`src/rtl/riscv_mem_pkg.sv`:
```
// Shared definitions for the instruction/data memory arbiter.
// Contents: arbiter state encoding, memory SIZE encodings, default
// burst/timeout parameters, and a small state-classification helper.
package riscv_mem_pkg;

  typedef enum logic [1:0] {
    ST_IDLE = 2'b00,
    ST_IBUS = 2'b01,
    ST_DBUS = 2'b10,
    ST_DONE = 2'b11
  } arb_state_t;

  localparam logic [1:0] SIZE_WORD = 2'b00;
  localparam logic [1:0] SIZE_HALF = 2'b01;
  localparam logic [1:0] SIZE_BYTE = 2'b10;

  localparam int DEF_MAX_DBURST = 4;
  localparam int DEF_TIMEOUT    = 255;

  // True while a transfer owns the memory bus.
  function automatic logic is_bus_state(input arb_state_t s);
    return (s == ST_IBUS) || (s == ST_DBUS);
  endfunction

endpackage

```
`src/rtl/mem_arb_timer.sv`:
```
// Bus-cycle timeout counter for the memory arbiter.
// Ports:
//   clk, rst  - clock, asynchronous active-high reset
//   load      - restart the count at zero (issued on a bus grant)
//   en        - count one bus cycle
//   expired   - registered flag, high during the LIMIT-th counted cycle
module mem_arb_timer
  import riscv_mem_pkg::*;
#(
  parameter int LIMIT = DEF_TIMEOUT
) (
  input  logic clk,
  input  logic rst,
  input  logic load,
  input  logic en,
  output logic expired
);

  localparam int CW = $clog2(LIMIT + 1);

  logic [CW-1:0] count_r;
  logic          expired_r;

  // Count bus cycles; the flag is precomputed one cycle early so it is
  // already high during the LIMIT-th bus cycle itself.
  always_ff @(posedge clk or posedge rst) begin
    if (rst) begin
      count_r   <= {CW{1'b0}};
      expired_r <= 1'b0;
    end else if (load) begin
      count_r   <= {CW{1'b0}};
      expired_r <= (LIMIT <= 1);
    end else if (en && !expired_r) begin
      count_r   <= count_r + CW'(1);
      expired_r <= (count_r == CW'(LIMIT - 2));
    end else begin
      count_r   <= count_r;
      expired_r <= expired_r;
    end
  end

  assign expired = expired_r;

endmodule

```
`src/rtl/mem_arbiter.sv`:
```
// Arbitrates an instruction-fetch port and a data port onto one memory bus.
// Ports:
//   clk, rst                         - clock, asynchronous active-high reset
//   i_req/i_addr -> i_rdata/i_ack    - fetch requester
//   d_req/d_write/d_size/d_addr/d_wdata -> d_rdata/d_ack - data requester
//   bus_err                          - marks an ack whose transfer timed out
//   MAD/MREQ/WRITE/SIZE/MDT_O        - memory bus outputs (all registered)
//   MDT_I/ACK_n                      - memory read data, active-low ack
// Data normally wins, but after MAX_DBURST consecutive data grants with a
// fetch waiting, the fetch is served next.
module mem_arbiter
  import riscv_mem_pkg::*;
#(
  parameter int MAX_DBURST = DEF_MAX_DBURST,
  parameter int TIMEOUT    = DEF_TIMEOUT
) (
  input  logic        clk,
  input  logic        rst,
  input  logic        i_req,
  input  logic [31:0] i_addr,
  output logic [31:0] i_rdata,
  output logic        i_ack,
  input  logic        d_req,
  input  logic        d_write,
  input  logic [1:0]  d_size,
  input  logic [31:0] d_addr,
  input  logic [31:0] d_wdata,
  output logic [31:0] d_rdata,
  output logic        d_ack,
  output logic        bus_err,
  output logic [31:0] MAD,
  output logic        MREQ,
  output logic        WRITE,
  output logic [1:0]  SIZE,
  output logic [31:0] MDT_O,
  input  logic [31:0] MDT_I,
  input  logic        ACK_n
);

  localparam int            DW       = $clog2(MAX_DBURST + 1);
  localparam logic [DW-1:0] DCNT_MAX = DW'(MAX_DBURST);

  arb_state_t    state_r, state_s;
  logic [DW-1:0] dcnt_r, dcnt_s;
  logic          grant_s;
  logic          tmr_en_s;
  logic          tmr_expired_s;

  logic [31:0]   mad_s, mdt_o_s, i_rdata_s, d_rdata_s;
  logic          mreq_s, write_s, i_ack_s, d_ack_s, bus_err_s;
  logic [1:0]    size_s;

  assign tmr_en_s = is_bus_state(state_r);

  mem_arb_timer #(
    .LIMIT (TIMEOUT)
  ) u_timer (
    .clk     (clk),
    .rst     (rst),
    .load    (grant_s),
    .en      (tmr_en_s),
    .expired (tmr_expired_s)
  );

  // State register.
  always_ff @(posedge clk or posedge rst) begin
    if (rst) begin
      state_r <= ST_IDLE;
    end else begin
      state_r <= state_s;
    end
  end

  // Next state, burst counter and next values of every registered output.
  // The bus outputs are loaded once at grant and then only held, so the
  // requester inputs cannot disturb a transfer in flight.
  always_comb begin
    state_s   = state_r;
    dcnt_s    = dcnt_r;
    grant_s   = 1'b0;
    mad_s     = MAD;
    mreq_s    = MREQ;
    write_s   = WRITE;
    size_s    = SIZE;
    mdt_o_s   = MDT_O;
    i_ack_s   = 1'b0;
    d_ack_s   = 1'b0;
    bus_err_s = 1'b0;
    i_rdata_s = i_rdata;
    d_rdata_s = d_rdata;

    case (state_r)
      ST_IDLE: begin
        if (d_req && !(i_req && (dcnt_r == DCNT_MAX))) begin
          state_s = ST_DBUS;
          grant_s = 1'b1;
          mreq_s  = 1'b1;
          mad_s   = d_addr;
          write_s = d_write;
          size_s  = d_size;
          mdt_o_s = d_write ? d_wdata : 32'h0000_0000;
          // Only consecutive data grants with a fetch waiting count.
          if (i_req && (dcnt_r != DCNT_MAX)) begin
            dcnt_s = dcnt_r + DW'(1);
          end else if (i_req) begin
            dcnt_s = dcnt_r;
          end else begin
            dcnt_s = {DW{1'b0}};
          end
        end else if (i_req) begin
          state_s = ST_IBUS;
          grant_s = 1'b1;
          mreq_s  = 1'b1;
          mad_s   = i_addr;
          write_s = 1'b0;
          size_s  = SIZE_WORD;
          mdt_o_s = 32'h0000_0000;
          dcnt_s  = {DW{1'b0}};
        end else begin
          mreq_s  = 1'b0;
          mad_s   = 32'h0000_0000;
          write_s = 1'b0;
          size_s  = SIZE_WORD;
          mdt_o_s = 32'h0000_0000;
          dcnt_s  = {DW{1'b0}};
        end
      end

      ST_IBUS, ST_DBUS: begin
        if (!ACK_n || tmr_expired_s) begin
          state_s   = ST_DONE;
          mreq_s    = 1'b0;
          mad_s     = 32'h0000_0000;
          write_s   = 1'b0;
          size_s    = SIZE_WORD;
          mdt_o_s   = 32'h0000_0000;
          i_ack_s   = (state_r == ST_IBUS);
          d_ack_s   = (state_r == ST_DBUS);
          // A real acknowledge in the last allowed cycle still succeeds.
          bus_err_s = ACK_n;
          if (state_r == ST_IBUS) begin
            i_rdata_s = ACK_n ? 32'h0000_0000 : MDT_I;
          end else if (ACK_n) begin
            d_rdata_s = 32'h0000_0000;
          end else if (!WRITE) begin
            d_rdata_s = MDT_I;
          end else begin
            d_rdata_s = d_rdata;
          end
        end else begin
          state_s = state_r;
        end
      end

      ST_DONE: begin
        state_s = ST_IDLE;
        mreq_s  = 1'b0;
      end

      default: begin
        state_s = ST_IDLE;
        mreq_s  = 1'b0;
        mad_s   = 32'h0000_0000;
        write_s = 1'b0;
        size_s  = SIZE_WORD;
        mdt_o_s = 32'h0000_0000;
      end
    endcase
  end

  // Burst counter and registered outputs.
  always_ff @(posedge clk or posedge rst) begin
    if (rst) begin
      dcnt_r  <= {DW{1'b0}};
      MAD     <= 32'h0000_0000;
      MREQ    <= 1'b0;
      WRITE   <= 1'b0;
      SIZE    <= SIZE_WORD;
      MDT_O   <= 32'h0000_0000;
      i_ack   <= 1'b0;
      d_ack   <= 1'b0;
      bus_err <= 1'b0;
      i_rdata <= 32'h0000_0000;
      d_rdata <= 32'h0000_0000;
    end else begin
      dcnt_r  <= dcnt_s;
      MAD     <= mad_s;
      MREQ    <= mreq_s;
      WRITE   <= write_s;
      SIZE    <= size_s;
      MDT_O   <= mdt_o_s;
      i_ack   <= i_ack_s;
      d_ack   <= d_ack_s;
      bus_err <= bus_err_s;
      i_rdata <= i_rdata_s;
      d_rdata <= d_rdata_s;
    end
  end

endmodule

```
`config.mk`:
```
export PLATFORM = sky130hd
export DESIGN_NAME = mem_arbiter
export DESIGN_NICKNAME = d
export VERILOG_FILES = /design/src/rtl/riscv_mem_pkg.sv /design/src/rtl/mem_arb_timer.sv /design/src/rtl/mem_arbiter.sv
export SDC_FILE = /design/constraint.sdc
export NUM_CORES = 1
export LEC_CHECK = 0
export ABC_AREA = 1
export BUFFER_PORTS_ARGS = -buffer_cell sky130_fd_sc_hd__buf_4
export CAP_MARGIN = 20
export CORE_MARGIN = 1
export CORE_UTILIZATION = 52
export DETAILED_ROUTE_END_ITERATION = 8
export PLACE_DENSITY = 0.85
export SLEW_MARGIN = 20
export SYNTH_ARGS = -nofsm -noshare
export SYNTH_HDL_FRONTEND = slang
export SYNTH_SLANG_ARGS = --single-unit
```
`constraint.sdc`:
```
create_clock -name clk -period 6.1 [get_ports clk]
set_input_delay 0.305 -clock clk [delete_from_list [all_inputs] [get_ports clk]]
set_output_delay 0.305 -clock clk [all_outputs]
set_load 0.01 [all_outputs]
```
==> results of run 1 <==
==> critical path, delay by kind of cell, from the launching register on <==
family,cells,cell delay (ns)
AND/OR/NAND/NOR,3,1.43
adder cells (fa/ha/maj),1,0.21
buffers and inverters,2,0.33
flip-flops,1,0.40
AO/OA/AOI/OAI,1,0.56
==> worst min path at each step <==
| stage | to | cells after the start | startpoint |
|---|---|---|---|
| after floorplan | MDT_O[9] | 2 | d_wdata[9] |
| after global placement | MAD[30] | 2 | MAD[30] |
| after detailed placement | SIZE[0] | 2 | SIZE[0] |
| after CTS | MDT_O[21] | 2 | rst |
| after global routing | MDT_O[14] | 2 | rst |
| final | MDT_O[14] | 2 | rst |
==> Yosys cell counts (2+ instances only) <==
master    instances  share of area (%)
clkbuf_1         24                1.3
o22ai_1           2               0.19
dfrtp_1         149                 56
inv_2             4               0.22
o21ai_2           2               0.26
buf_4             3               0.34
nor2_4            2               0.34
buf_2            13               0.97
ha_1              7                1.3
a21oi_1          28                2.1
nand4_1           3               0.28
o21ai_1           2               0.15
nand2_1         291                 16
o21ai_0         141                 11
nand3_1          10               0.75
inv_1            84                4.7
nor2_1           50                2.8
buf_6             6                1.0
==> metal layers <==
metal / wire length [um] / share of wire [%] / track usage (%)
met5: 0 / 0 / 0
met4: 549 / 2.9 / 11.3
met3: 1270 / 6.7 / 7.48
met2: 9690 / 51 / 46.5
met1: 7450 / 39 / 34.5
==> metrics by stage <==
step | instance area [sq um] | power [mW]
floorplan | 6700 | 2.65
global placement | 8720 | 3.41
detailed placement | 8720 | 3.47
CTS | 9240 | 4.42
global route | 9250 | 4.70
finish | 9250 | 4.42
==> area by class of cell <==
type	instances	area (sq um)	area share (%)
multi-input cells	544	2400	26.0
clock buffers	28	507	5.48
repair buffers	272	2040	22.1
clock inverters	4	20.0	0.216
well taps	172	215	2.33
flip-flops and latches	149	3730	40.3
inverters	88	335	3.63
==> registers in the layout, summed over array words and instances (netlist names) <==
name and flops:
d_ack 1, d_rdata 32, MDT_O 32, bus_err 1
i_ack 1, MAD 32, u_timer.expired 1, WRITE 1
u_timer.count_r 8, MREQ 1, dcnt_r 3, SIZE 2
i_rdata 32, state_r 2
==> where the power goes <==
part / total, mW / switching [mW] / internal [mW]
Sequential: 1.60 / 0.232 / 1.37
Combinational: 1.88 / 1.13 / 0.747
Clock: 0.935 / 0.374 / 0.561
==> logic make-up (layout without fill, tap and decap cells) <==
family,after synthesis,count (layout),share of synthesized area (%)
AND/OR/NAND/NOR,359,359,20.8
AO/OA/AOI/OAI,176,176,13.3
flip-flops,149,149,55.6
buffers and inverters,135,392,8.64
adder cells (fa/ha/maj),7,7,1.31
XOR/XNOR,2,2,0.261
==> impl_metrics.tcl, run 1 <==
set metrics [dict create \
    fin_ws_ns 3.02 \
    post_cts_buffers 0 \
    timing.hold.ws_ns 0.0475 \
    final_common_cell "nand2_1" \
    fillers 965 \
    final_cell_mix "nand2_1, buf_4, dfrtp_1" \
    fp.dieH_um 116 \
    detailed_place_hpwl_mm 12.8 \
    setup-violations-final 0 \
    timing.final.crit_share_pct 50.5 \
    route.vias.total 6400 \
    cts_buffers 17 \
    ir_worst_vdd_uv 284 \
    p_per_area_nw_per_um2 478 \
    r2r-end "MDT_O[28]" \
    grt_max_degree 87 \
    synth-main-ff-cell "dfrtp_1" \
    drive_above_1_share_pct 28.6 \
    cts_root_buf "clkbuf_16" \
    pre_cts_ws_ns 3.12 \
    final_cells 1257 \
    end_kind "flop" \
    dieArea_sq_um 13300 \
    crit_end "MDT_O[28]" \
    antenna_found_initial 0 \
    numClockSinks 149 \
    max_cap_violations 0 \
    clk_pin_slew_ns 0.06 \
    drt_iter0_markers 582 \
    dieWidth_um 116 \
    antenna_cells 0 \
    drc 1 \
    worstPathArrival_ns 3.37 \
    period_needed_ns 3.08 \
    syn_area_sq_um 6700 \
    yosysUniqueCellTypes 25 \
    routed_wl_mm 19.0 \
    start_kind "flop" \
    ys_ff_latch 149 \
    htree_levels 4 \
    wl_per_cell_um 15.1 \
    grtUsageTotal_pct 27.9 \
    finalMaxSlewViolations 0 \
    outcome "finished with violations" \
    hold_viol 0 \
    cts_tree "done" \
    worstPathCellList "inv_1 > ha_1 > nand3_1 > nand2_2 > inv_2 > nand3_1 > o21ai_0" \
    fin_nets 1215 \
    clk_latency_ns 0.41 \
    r2r_slack_ns 3.02 \
    synth_edf_count 0 \
    crit_required_ns 6.39 \
    dr.pass1.iters 7 \
    failed_checks "design-rule violations" \
    postRouteAntennaNets 0 \
    cp-startpoint "dcnt_r[0]" \
    start_util_pct 53.3 \
    core_sq_um 12600 \
    tightestPinTransition_ns 1.10 \
    max_freq_ghz 0.325 \
    cp_max_fo 66 \
    gp_congestion 0.808 \
    syn_inst 828 \
    cts_resized 0 \
    cp_common_cell "nand3_1" \
    max_stage_delay_ns 0.78 \
    io_pins 271 \
    p_leak_nw 5.24 \
    hp-class "input port to asynchronous set/reset pin" \
    skew_ns 0.00614 \
    syn_nets 971 \
    rsz0062_at_grt "no" \
    avgSynthCellArea_sq_um 8.09 \
    relSlewSlack_pct 26.6 \
    slowest_stage "nand3_1" \
    postCtsHoldBufs 0 \
    grt_pass1_vias 5749 \
    critPathKind "flop to flop" \
    rows 41 \
    dp_cells 1225 \
    async_reset_ff_share_pct 100 \
    ys.warnings.count 0 \
    grt_overflow 0 \
    grt_pass1_wl_mm 28.3 \
    avgViaCountPerCell 5.09 \
    portBuffers 270 \
    ys_seq_area_share_pct 55.6 \
    fin_tns_setup_ns 0 \
    clockBufferDepth 2 \
    reg2reg_from "dcnt_r[0]" \
    final_util_pct 73.6 \
    r2r_cells 7 \
    syn2layout_area_growth_pct 38.0 \
]
Note: power is estimated with default switching activity, not from simulation.
==> run 2: changes to the inputs <==
--- a/config.mk
+++ b/config.mk
@@ -9,9 +9,9 @@
 export BUFFER_PORTS_ARGS = -buffer_cell sky130_fd_sc_hd__buf_4
 export CAP_MARGIN = 20
 export CORE_MARGIN = 1
-export CORE_UTILIZATION = 52
+export CORE_UTILIZATION = 49
 export DETAILED_ROUTE_END_ITERATION = 8
-export PLACE_DENSITY = 0.85
+export PLACE_DENSITY = 0.81
 export SLEW_MARGIN = 20
 export SYNTH_ARGS = -nofsm -noshare
 export SYNTH_HDL_FRONTEND = slang
==> constraint.sdc (replaced) <==
create_clock -name clk -period 3.2 [get_ports clk]
set_input_delay 0.16 -clock clk [delete_from_list [all_inputs] [get_ports clk]]
set_output_delay 0.16 -clock clk [all_outputs]
set_load 0.01 [all_outputs]
==> run 2 against run 1 <==
The flow now finishes without violations. Largest cell class unchanged. Wire length is 4.9% higher. Largest power group unchanged. Die area is 6.0% higher. Sequential power rose by 89%. Cell count increased by 3.1%. First-iteration DRC count down 2.4%.
==> impl_metrics.tcl, run 2 (same netlist as run 1, synthesis figures left out) <==
set metrics [dict create \
    p_clk_share_pct 22.5 \
    core_sq_um 13300 \
    pre_cts_ws_ns 0.739 \
    routed_wl_mm 19.9 \
    hp-class "input port to flop" \
    power_frac_comb_pct 43.0 \
    power_frac_seq_pct 34.6 \
    max_stage_delay_ns 0.76 \
    finalMaxSlewViolations 0 \
    grt_pass1_wl_mm 31.7 \
    relSlewSlack_pct 29.4 \
    wl_per_cell_um 15.3 \
    grt_pass1_vias 6448 \
    grt_overflow 0 \
    fin_tns_setup_ns 0 \
    cts_root_buf "clkbuf_16" \
    postRouteAntennaNets 0 \
    setup-violations-final 0 \
    grt_max_degree 99 \
    switching_share_pct 39.3 \
    grt_use_met2_pct 48.1 \
    clk_latency_ns 0.42 \
    drive_above_1_share_pct 28.6 \
    start_kind "flop" \
    final_common_cell "nand2_1" \
    drt_iter0_markers 568 \
    dieWidth_um 119 \
    detailed_place_hpwl_mm 13.1 \
    power.net_switching_mw 3.44 \
    tightestPinTransition_ns 1.06 \
    ir_worst_vdd_uv 575 \
    crit_required_ns 3.48 \
    max_freq_ghz 0.405 \
    fin_ws_ns 0.734 \
    outcome "completed" \
    antenna_cells 0 \
    dieArea_sq_um 14100 \
    avgViaCountPerCell 5.09 \
    antenna_found_initial 0 \
    top_usage_layer "met2" \
    slowest_stage "nand3_1" \
    worstPathCellList "inv_1 > ha_1 > nor2_2 > nand3_1 > o21ai_0" \
    worstPathArrival_ns 2.75 \
    grtUsageMet3_pct 6.75 \
    cts_tree "done" \
    hold_viol 0 \
    dr.pass1.iters 6 \
    clk_pin_slew_ns 0.06 \
    rsz0062_at_grt "no" \
    portBuffers 270 \
    r2r_cells 5 \
    post_cts_buffers 0 \
    fp.dieH_um 119 \
    p_per_area_nw_per_um2 904 \
    grtUsageTotal_pct 28.9 \
    fin_nets 1251 \
    period_needed_ns 2.47 \
    globalRouteMet1Util_pct 34.4 \
    syn2layout_area_growth_pct 44.4 \
    timing.final.crit_share_pct 77.1 \
    route.vias.total 6599 \
    gp_congestion 0.862 \
    max_cap_violations 0 \
    critPathKind "flop to flop" \
    rows 42 \
    skew_ns 0.0106 \
    io_pins 271 \
    end_kind "flop" \
    clockBufferDepth 2 \
    cp_max_fo 33 \
    p_int_mw 5.31 \
    numClockSinks 149 \
    final_cell_mix "nand2_1, buf_4, dfrtp_1" \
    start_util_pct 50.4 \
    drc 0 \
    whs_path_depth 3 \
    p_leak_nw 5.40 \
    htree_levels 4 \
    cts_buffers 17 \
]
[run 2: changes by cell type in the layout (fill, tap and decap cells not counted), sizes merged]
cell and delta:
buf +5, clkinv -1, dlygate4sd3 +31, clkinvlp +5, bufinv +2, inv +1, clkbuf -8
[run 2: what timing repair did]
item	in CTS	in global routing
endpoints found under the setup margin	0	0
hold buffers	30	1
endpoints found under the hold margin	39	1
gates resized for setup	0	0
[run 2: path summary, 6_finish.rpt]
path                             start     endpoint  slack, ns
max reg2reg                 state_r[0]    MDT_O[18]       0.73
min reg2reg                     MAD[4]       MAD[4]       0.48
max in group asynchronous          rst  i_rdata[21]       2.15
min in group asynchronous          rst  d_rdata[15]       0.27
min                        d_wdata[20]    MDT_O[20]       0.01
max                         state_r[0]    MDT_O[18]       0.73
[run 2: power by group through the flow]
stage               Clock, mW  Combinational, mW  Sequential, mW
finish                   1.96               3.76            3.02
CTS                      1.98               3.75            3.02
detailed placement          0               3.70            3.03
floorplan                   0               1.76            3.30
global route             2.09               4.10            3.10
global placement            0               3.58            3.01
[run 2: layout make-up]
type | instances | area (sq um)
Fill cell | 975 | 3620
Inverter | 88 | 334
Sequential cell | 149 | 3730
Clock inverter | 11 | 126
Timing Repair Buffer | 308 | 2410
Clock buffer | 20 | 457
Multi-Input combinational cell | 544 | 2400
Tap cell | 176 | 220
[run 2: per-layer routing]
layer  vias to the layer above  wire, um
met5                         -         0
met4                         0       862
met3                        64      1120
met2                       269     10000
met1                      3122      7870
li1                       3144         -
[run 2: critical path, delay by kind of cell, from the launching register on]
family / cells / cell delay, ns
simple gates: 2 / 0.98
compound gates: 1 / 0.54
buf+inv: 1 / 0.08
flops: 1 / 0.35
fa+ha+maj: 1 / 0.39
[run 2: metrics by stage]
step	power [mW]	cells	util (%)	instance area, sq um	hold slack, ns
finish	8.75	1296	72.8	9680	0.0114
global route	9.29	1296	72.8	9680	0.00342
CTS	8.74	1295	72.7	9670	0.000626
detailed placement	6.73	1234	66.1	8780	0.139
floorplan	5.06	828	-	6710	0.293
global placement	6.59	1234	66.1	8780	0.140
==> run 3: changes to the inputs <==
==> constraint.sdc (replaced) <==
create_clock -name clk -period 2.48 [get_ports clk]
set_input_delay 0.124 -clock clk [delete_from_list [all_inputs] [get_ports clk]]
set_output_delay 0.124 -clock clk [all_outputs]
set_load 0.01 [all_outputs]
==> run 3 against run 2 <==
Sequential cell count did not move. Count of clock-buffer cells in the layout rose by 4. Core utilization rose by 2.0 points. Total power rose by 27%. Register-to-register slack got worse by 0.52 ns. Worst hold slack improved by 0.0027 ns. Highest routed layer unchanged. Fmax rose by 8.9%. Largest cell class unchanged. Critical path depth rose by 4. Critical path type unchanged.
==> impl_metrics.tcl, run 3 (same netlist as run 1, synthesis figures left out) <==
set metrics [dict create \
    whs_path_depth 3 \
    route.vias.total 6791 \
    finalMaxSlewViolations 0 \
    p_per_area_nw_per_um2 1120 \
    rsz0062_at_grt "no" \
    final_common_cell "nand2_1" \
    max_cap_violations 0 \
    grt_max_degree 65 \
    fin_tns_setup_ns 0 \
    fin_nets 1285 \
    io_pins 271 \
    critPathKind "flop to flop" \
    hold_viol 0 \
    cts_buffers 17 \
    period_needed_ns 2.27 \
    avgViaCountPerCell 5.11 \
    core_sq_um 13300 \
    max_freq_ghz 0.441 \
    timing.hold.ws_ns 0.0141 \
    drt_iter0_markers 687 \
    timing.final.crit_share_pct 91.4 \
    dp_cells 1240 \
    crit_required_ns 2.77 \
    r2r-end "MDT_O[15]" \
    grtUsageTotal_pct 30.4 \
    dr.pass1.iters 6 \
    clockBufferDepth 2 \
    clk_pin_slew_ns 0.06 \
    antenna_found_initial 0 \
    clk_latency_ns 0.42 \
    hold_end "MAD[10]" \
    power_frac_comb_pct 44.4 \
    fillers 933 \
    antenna_cells 0 \
    numClockSinks 149 \
    grt_pass1_wl_mm 33.5 \
    dieArea_sq_um 14100 \
    worstPathCellList "inv_1 > ha_1 > nor2_2 > inv_2 > nand2_4 > inv_2 > buf_4 > nand2_1 > o21ai_0" \
    max_stage_delay_ns 0.44 \
    htree_levels 4 \
    cp_max_fo 33 \
    fp.dieH_um 119 \
    power.net_switching_mw 4.41 \
    final_cell_mix "nand2_1, buf_4, dfrtp_1" \
    end_kind "flop" \
    drc 0 \
    worstPathArrival_ns 2.56 \
    drive_above_1_share_pct 27.8 \
    syn2layout_area_growth_pct 48.4 \
    p_int_mw 6.70 \
    grt_pass1_vias 6665 \
    final_cells 1329 \
    tightestPinTransition_ns 0.643 \
    min_from "d_addr[10]" \
    slowest_stage "inv_2" \
    setup-violations-final 0 \
    wl_per_cell_um 15.9 \
    power_frac_seq_pct 35.4 \
    detailed_place_hpwl_mm 13.0 \
    start_kind "flop" \
    r2r_slack_ns 0.21 \
    hp-class "input port to flop" \
    routed_wl_mm 21.1 \
    final_util_pct 74.8 \
    switching_share_pct 39.7 \
    cp_common_cell "inv_2" \
    cts_root_buf "clkbuf_16" \
    start_util_pct 50.4 \
    p_leak_nw 5.53 \
    portBuffers 270 \
    skew_ns 0.00881 \
    cts_tree "done" \
    ir_worst_vdd_uv 686 \
    reg2reg_from "state_r[0]" \
    dieWidth_um 119 \
    postRouteAntennaNets 0 \
    grt_overflow 0 \
    rows 42 \
    r2r_cells 9 \
    outcome "completed" \
    relSlewSlack_pct 57.1 \
    p_clk_share_pct 20.2 \
    gp_congestion 0.837 \
]
[run 3: metal layers]
metal,wire length [um],part of all wire (%),GRT usage (%)
met2,10600,50,49.4
met3,1410,6.7,7.57
met4,1030,4.9,17.3
met1,8030,38,37.0
met5,0,0,0
[run 3: worst max-delay path by stage]
stage,start,endpoint,cells past startpoint
6_report,state_r[0],MDT_O[15],9
5_1_grt,state_r[0],MDT_O[15],9
4_1_cts,state_r[0],MDT_O[31],9
3_5_place_dp,state_r[0],MDT_O[31],9
3_3_place_gp,state_r[0],MAD[22],9
2_1_floorplan,rst,MAD[0],1
[run 3: power groups by stage]
stage / logic (mW) / registers [mW] / clock network [mW]
6_report: 4.93 / 3.93 / 2.25
5_1_grt: 5.40 / 4.02 / 2.37
4_1_cts: 4.87 / 3.90 / 2.27
3_5_place_dp: 4.78 / 3.91 / 0
3_3_place_gp: 4.65 / 3.90 / 0
2_1_floorplan: 2.28 / 4.25 / 0
[run 3: final cells by class]
class / instances / area [sq um] / area share, %
Clock buffer: 24 / 472 / 4.74
Clock inverter: 6 / 30.0 / 0.302
Inverter: 88 / 334 / 3.36
Multi-Input combinational cell: 544 / 2400 / 24.1
Sequential cell: 149 / 3730 / 37.5
Tap cell: 176 / 220 / 2.21
Timing Repair Buffer: 342 / 2770 / 27.8
[run 3: worst max-delay path, delay by kind of cell (launching register included)]
family / cells / cell delay (ns)
compound gates: 1 / 0.16
fa+ha+maj: 1 / 0.41
buf+inv: 4 / 0.91
flops: 1 / 0.35
simple gates: 3 / 0.31
[run 3: through the flow]
step	cell area (sq um)	setup slack [ns]	power (mW)
2_1_floorplan	6710	0.481	6.53
3_3_place_gp	8850	0.426	8.55
3_5_place_dp	8850	0.320	8.69
4_1_cts	9950	0.295	11.0
5_1_grt	9950	0.00919	11.8
6_report	9950	0.214	11.1
[run 3: repair_timing]
| action | CTS | global route |
|---|---|---|
| hold endpoints to repair | 82 | 0 |
| hold buffers | 59 | 0 |
| resized for setup | 0 | 0 |
| buffers inserted | 0 | 0 |
